<file path="config.mk">
export PLATFORM = sky130hd
export DESIGN_NAME = cmp_window_stats
export DESIGN_NICKNAME = d
export VERILOG_FILES = /design/src/rtl/cmp_window_stats.sv
export SDC_FILE = /design/constraint.sdc
export NUM_CORES = 1
export LEC_CHECK = 0
export ABC_CLOCK_PERIOD_IN_PS = 3800
export BUFFER_PORTS_ARGS = -buffer_cell sky130_fd_sc_hd__buf_2
export CAP_MARGIN = 20
export CORE_MARGIN = 2
export CORE_UTILIZATION = 35
export CTS_CLUSTER_SIZE = 10
export DETAILED_ROUTE_END_ITERATION = 12
export PLACE_DENSITY = 0.56
export SLEW_MARGIN = 20
export SYNTH_ARGS = -nofsm -noshare
export SYNTH_HDL_FRONTEND = slang
export SYNTH_SLANG_ARGS = --single-unit
export TNS_END_PERCENT = 50
</file>
<file path="constraint.sdc">
create_clock -name clk -period 3.8 [get_ports clk]
set_input_delay 0.19 -clock clk [delete_from_list [all_inputs] [get_ports clk]]
set_output_delay 0.19 -clock clk [all_outputs]
set_load 0.01 [all_outputs]
</file>
<file path="src/rtl/cmp_window_stats.sv">
// cmp_window_stats: windowed statistics over comparator results.
// Counts lesser/greater/equal/malformed outcomes and tracks the largest
// |a-b| over WIN accepted samples, then holds one registered report until
// the consumer takes it.
module cmp_window_stats #(
  parameter  int N   = 8,
  parameter  int WIN = 16,
  localparam int CW  = $clog2(WIN + 1)
) (
  input  logic          clk,
  input  logic          rst,
  input  logic          in_valid,
  output logic          in_ready,
  input  logic [N-1:0]  a,
  input  logic [N-1:0]  b,
  input  logic          lesser,
  input  logic          greater,
  input  logic          equal,
  output logic          out_valid,
  input  logic          out_ready,
  output logic [CW-1:0] lt_cnt,
  output logic [CW-1:0] gt_cnt,
  output logic [CW-1:0] eq_cnt,
  output logic [CW-1:0] err_cnt,
  output logic [N-1:0]  max_diff
);

  typedef enum logic {ACCUM, REPORT} state_t;

  state_t        state;
  logic [CW-1:0] smp_cnt;
  logic [N-1:0]  diff;
  logic          is_lt;
  logic          is_gt;
  logic          is_eq;
  logic          accept;
  logic          last;

  // Magnitude difference computed from the operands; the flags are not trusted.
  always_comb begin
    diff   = (a >= b) ? (a - b) : (b - a);
    is_lt  = ({lesser, greater, equal} == 3'b100);
    is_gt  = ({lesser, greater, equal} == 3'b010);
    is_eq  = ({lesser, greater, equal} == 3'b001);
    accept = in_valid && in_ready;
    last   = (smp_cnt == CW'(WIN - 1));
  end

  // Window FSM: accumulate WIN accepted samples, then hold the report until taken.
  // in_ready/out_valid are registered copies of the next-state decode.
  always_ff @(posedge clk) begin
    if (rst) begin
      state     <= ACCUM;
      in_ready  <= 1'b0;
      out_valid <= 1'b0;
      smp_cnt   <= '0;
      lt_cnt    <= '0;
      gt_cnt    <= '0;
      eq_cnt    <= '0;
      err_cnt   <= '0;
      max_diff  <= '0;
    end else begin
      case (state)
        ACCUM: begin
          in_ready  <= 1'b1;
          out_valid <= 1'b0;
          if (accept) begin
            if (is_lt) begin
              lt_cnt <= lt_cnt + CW'(1);
            end else if (is_gt) begin
              gt_cnt <= gt_cnt + CW'(1);
            end else if (is_eq) begin
              eq_cnt <= eq_cnt + CW'(1);
            end else begin
              err_cnt <= err_cnt + CW'(1);
            end
            if ((is_lt || is_gt || is_eq) && (diff > max_diff)) begin
              max_diff <= diff;
            end
            if (last) begin
              smp_cnt   <= '0;
              state     <= REPORT;
              in_ready  <= 1'b0;
              out_valid <= 1'b1;
            end else begin
              smp_cnt <= smp_cnt + CW'(1);
            end
          end
        end
        REPORT: begin
          if (out_ready) begin
            state     <= ACCUM;
            in_ready  <= 1'b1;
            out_valid <= 1'b0;
            lt_cnt    <= '0;
            gt_cnt    <= '0;
            eq_cnt    <= '0;
            err_cnt   <= '0;
            max_diff  <= '0;
          end
        end
        default: begin
          state     <= ACCUM;
          in_ready  <= 1'b0;
          out_valid <= 1'b0;
        end
      endcase
    end
  end

endmodule

</file>
==> After elaboration in Yosys (flattened, before gate mapping) <==
Index checks and enable logic that the tools add are counted.
{ "word_totals": {"inputBits": 23, "word_cells": 76, "output_inout_bits": 30, "reg_bits": 36} }
{ "classes": {"mux": 34, "bitwise": 1, "n_lt_le_gt_ge": 2, "add_sub_neg": 7, "n_eq_ne": 13, "n_reduce_logical": 10} }
{ "ops": {"columns": ["operator", "count"], "rows": [
  ["2-to-1 mux 5 bit", 15],
  ["case mux 5 bit (2 select lines)", 4],
  ["2-to-1 mux 8 bit", 4],
  ["adder 5 x 1 -> 5 bit (second input constant)", 5],
  ["inequality test 2 bit (second input constant)", 9],
  ["case mux 8 bit (2 select lines)", 1],
  ["subtractor 8 bit", 2],
  ["AND reduction 5 bit", 2],
  [">= comparator 8 bit", 1],
  ["> comparator 8 bit", 1],
  ["2-to-1 mux 1 bit", 7],
  ["case mux 1 bit (2 select lines)", 3],
  ["AND reduction 3 bit", 2],
  ["equality test 5 x 4 -> 1 bit (second input constant)", 1],
  ["AND reduction 4 bit", 1],
  ["equality test 3 x 1 -> 1 bit (second input constant)", 1],
  ["equality test 3 x 2 -> 1 bit (second input constant)", 1],
  ["equality test 3 bit (second input constant)", 1],
  ["logical AND 1 bit", 2],
  ["logical OR 1 bit", 2],
  ["AND reduction 2 bit", 1],
  ["inverter 1 bit", 1]
]} }

==> Logic depth before layout (Yosys ltp) <==
{ "logic_depth": {"ltp_word": 7, "depth_mapped": 19, "ltp_nobuf": 16} }

==> Worst setup path after synthesis <==
Ideal clock, no wire load.
{ "synth_path": {"path_kind": "input -> register", "startpoint": "input port a[0]", "endpoint": "register max_diff[5]", "arrival_ps": 3311, "setup_time_ps": 117, "required_time_ps": 3683, "stages": 18, "setup_slack_ps": 371, "path_buffers": 3, "path_cell_list": "inv_1 ha_1 inv_1 fa_1 a21o_1 a21oi_1 o311a_1 buf_6 mux2_4 xor2_1 ha_1 nand4_1 nor2_1 or3_1 clkbuf_1 or2_1 buf_2 a32o_1"} }
{ "synth_between": {"elab_chain_cells": 6, "word_cells_on_any_way": 11, "cone_classes": "add/sub (2); order compare (2); eq/ne (1); mux (4); reduce/logical (2)"} }
{ "synth_rtl": {"columns": ["element", "line", "source"], "rows": [
  ["from (decl)", "14", "input logic [N-1:0] a,"],
  ["subtractor 8 bit or >= comparator 8 bit (tied branches)", "41", "diff = (a >= b) ? (a - b) : (b - a);"],
  ["2-to-1 mux 8 bit (*)", "41", null],
  ["> comparator 8 bit", "77", "if ((is_lt || is_gt || is_eq) && (diff > max_diff)) begin"],
  ["logical AND 1 bit", "77", null],
  ["inequality test 2 bit (no line)", null, null],
  ["AND reduction 3 bit (no line)", null, null],
  ["to (signal assigned)", "78", "max_diff <= diff;"],
  ["to (decl)", "25", "output logic [N-1:0] max_diff"]
]} }
Every way passes the cells marked *; elsewhere a longest branch is shown, timed or not. The select of a mux whose other input is x is not followed.
A chain may end at the register's enable or synchronous reset.

==> Worst setup path after layout <==
{ "layout_path": {"startpoint": "input port a[0]", "endpoint": "register max_diff[2]"} }
The elaborated chain is that of the path after synthesis.

==> results by group <==
Synth
  – Synth Warn #: 0
  – Syn Std Cell Area: ~0.0025 mm^2
  – Largest family of logic cells by synthesized area: simple AND/OR/NAND/NOR gates
  – Post-Syn Nets: 337
  – Post-synth EDFFs: 0
  – Largest area contributor in the netlist: dfxtp_1
  – Post-synth cell types: 50
  – Cells after Synth: 284
  – Mux share of post-synthesis cell area: 6.02%
  – Post-Synth Simple-Gate Area: 20.2%
  – Post-Synth Adder-Cell Area: 15.9%
  – Synth area leaders: dfxtp_1 (29%), ha_1 (14%), xor2_1 (6.8%)
  – Average size of a mapped cell: 8.63 um^2
  – Seq/Total Area, Yosys: 29.4%
  – Top-count cell post-synth: dfxtp_1
  – Ys flop type: dfxtp_1
  – Synthesized flop and latch total: 36
  – Async SR Flop Fraction: 0%
  – Compound-Gate Fraction of Synth Area: 13.4%
  – Synth Area in XOR/XNOR: around 7.9%
  – Synth top area share: 29.4%
  – Most common library cells after synthesis: dfxtp_1 (36), nor2_1 (30), ha_1 (28)

Timing
  – Max frequency: approximately 290 MHz
  – Setup Skew: 5.00 ps
  – Worst relative slew slack: 54.1%
  – Setup TNS: 0 ps
  – Final Critical Period: about 3400 ps
  – Slew Limit Fails: 0
  – Count of final setup violators: 0
  – RSZ-0062 raised after global routing: false
  – Final number of hold-violating endpoints: 0
  – Worst-margin pin slew: 684 ps
  – Fin crit share: 89.8%

Floorplan
  – Die area: around 0.0077 mm^2
  – Placeable Area: roughly 0.0068 mm^2
  – I/O pins: 53
  – Starting density of the core: about 36%
  – Num rows: 30
  – Die Ht: 87.7 um
  – Die X: about 88 um

Finish
  – Area Growth Syn to Fin: 18.8%
  – # fillers: 709
  – Share of layout cells above drive strength 1: 21.6%
  – Ant. Diodes: 0
  – Post-route cell area: 0.00291 mm^2
  – Final #Nets: 390

Worst hold path
  – End of the worst hold path: state
  – Hold path start: out_ready
  – Hold WC Path Type: in -> reg
  – Hold depth: 3

Setup path
  – Crit-path max FO: 8
  – Reg-to-reg critical path endpoint: max_diff[2]
  – CP Data Required Time: 4010 ps
  – Flop2flop setup slack: 1670 ps
  – CP max-delay cell: or4_1
  – Max stage delay on crit path: 520 ps
  – CP Cell Sequence: buf_2 > inv_1 > ha_1 > inv_1 > fa_1 > a21o_1 > a21oi_1 > o311a_1 > buf_4 > mux2_4 > xor2_1 > ha_1 > nand4_1 > nor2_1 > or3_1 > or4_1 > o221ai_1
  – CP Launch Type: primary input
  – Critical R2R Launch: state
  – Nature of the critical path endpoint: flip-flop
  – Worst reg2reg path depth: 4
  – CP arrival: 3620 ps
  – WS Path Type: in -> reg

Clock network
  – CTS Sinks: 36
  – Worst-path clk slew: 70 ps
  – Clock Latency Late Sink: 280 ps
  – TritonCTS clock tree: yes
  – Clock Tree Root: clkbuf_8
  – Hold buffers post-CTS: 0
  – CTS Buffer Depth: 2
  – # H-tree levels: 2
  – Number of buffers created by CTS: 5

Pwr
  – Pwr/cell area: 339 mW/mm^2
  – Worst vdd ir: about 0.00014 V
  – Leakage: 1.40 nW

Detailed routing
  – 1st-pass router iterations: 4
  – Via density per instance: approximately 4.9
  – Iteration-0 DRC Markers: 94
  – Via count: 2,105
  – Detailed-route wire length: ~5 mm
  – WL per Instance: 11.5 um
  – Post-route DRC violation count: 0
  – Detail Route Antenna Nets: 0

Placed design
  – Dpl cell area: roughly 0.0028 mm^2
  – Final GP Congestion: 0.817
  – IO Port Bufs: 52
  – Final HPWL DP: ~4.0 mm

Global route
  – Largest net degree at the start of global routing: 30
  – GRT Total Usage: 13.6%
  – Gr ovfl total: 0
  – Vias in the first global route: approximately 1,900
  – Global-route wire length before repair: about 8.4 mm
  – Antenna violations before repair: 0

Job
  – Max Cap Viol: 0

Status
  – Status: finished clean
-- logic make-up (layout without fill, tap and decap cells) --
logic type / after synthesis / count (layout)
buffers and inverters: 39 / 93
and+or+nand+nor: 96 / 96
muxes: 14 / 14
DFF: 36 / 36
xor gates and xnor gates: 22 / 22
AOI/OAI and AO/OA: 47 / 47
adders and majority gates: 30 / 30
-- cell usage in the layout (no fill, tap or decap), drive strengths merged, types with 2 or more instances in the layout --
cell / netlist / final
a211oi: 3 / 3
a21o: 8 / 8
a21oi: 14 / 14
a31oi: 3 / 3
a32o: 3 / 3
and2: 2 / 2
buf: 8 / 58
clkbuf: 4 / 6
dfxtp: 36 / 36
fa: 2 / 2
ha: 28 / 28
inv: 27 / 27
mux2: 3 / 3
mux2i: 11 / 11
nand2: 15 / 15
nand2b: 4 / 4
nand3: 6 / 6
nand3b: 3 / 3
nand4: 11 / 11
nor2: 30 / 30
nor2b: 6 / 6
nor3: 6 / 6
nor4: 2 / 2
o21ai: 6 / 6
o311ai: 2 / 2
or2: 2 / 2
or4: 3 / 3
xnor2: 3 / 3
xor2: 19 / 19
-- cell type report --
class,instances,area [um^2],area share [%]
Timing Repair Buffer,58,305,10.5
Clock buffer,6,72.6,2.49
Inverter,27,101,3.48
Sequential cell,36,721,24.8
Clock inverter,2,35.0,1.20
Tap cell,96,120,4.13
Multi-Input combinational cell,209,1560,53.5
-- power by group --
| part | switching (W) | total, W | internal, W |
|---|---|---|---|
| clock | 0.000132 | 0.000327 | 0.000195 |
| combinational | 0.000143 | 0.000266 | 0.000124 |
| sequential | 0.00000770 | 0.000394 | 0.000387 |
-- worst max path at each step --
stage / slack (ps) / from / endpoint
finish: 390 / a[0] / max_diff[2]
global route: 110 / a[0] / max_diff[4]
CTS: 280 / a[0] / max_diff[4]
detailed placement: 5 / a[0] / max_diff[3]
global placement: -3 / a[0] / max_diff[4]
floorplan: 370 / a[0] / max_diff[5]
-- routing by layer --
layer  GRT usage, %  vias up  part of all wire, %
met1           17.9      970                   50
met5              0        -                    0
met3           3.20        5                  4.4
li1               -     1089                    -
met4           4.20        0                  1.1
met2           22.0       41                   45
-- per-stage QoR --
stage | instances | setup WS [ps] | power (W) | util, % | hold slack (ps)
finish | 434 | 387 | 0.000988 | 42.9 | 345
global route | 434 | 112 | 0.00106 | 42.9 | 364
CTS | 434 | 284 | 0.00100 | 42.8 | 330
detailed placement | 426 | 5.31 | 0.000670 | 41.2 | 449
global placement | 426 | -2.87 | 0.000667 | 41.2 | 449
floorplan | 284 | 371 | 0.000595 | - | 457
-- sequential cells by signal, summed over array words and instances (netlist names) --
signal / flops
max_diff: 8
eq_cnt: 5
err_cnt: 5
gt_cnt: 5
lt_cnt: 5
smp_cnt: 5
in_ready: 1
out_valid: 1
state: 1
-- critical path, delay by kind of cell --
family / cells / cell delay [ps]
adders and majority gates: 3 / 830
muxes: 1 / 320
and+or+nand+nor: 4 / 1090
AOI/OAI and AO/OA: 4 / 670
xor gates and xnor gates: 1 / 150
buffers and inverters: 4 / 370
-- timing repair --
item,4_1_cts,5_1_grt
endpoints found under the setup margin,0,1
gates resized for setup,0,1
buffers inserted,0,0
No activity file was read; power rests on OpenSTA's default activity.
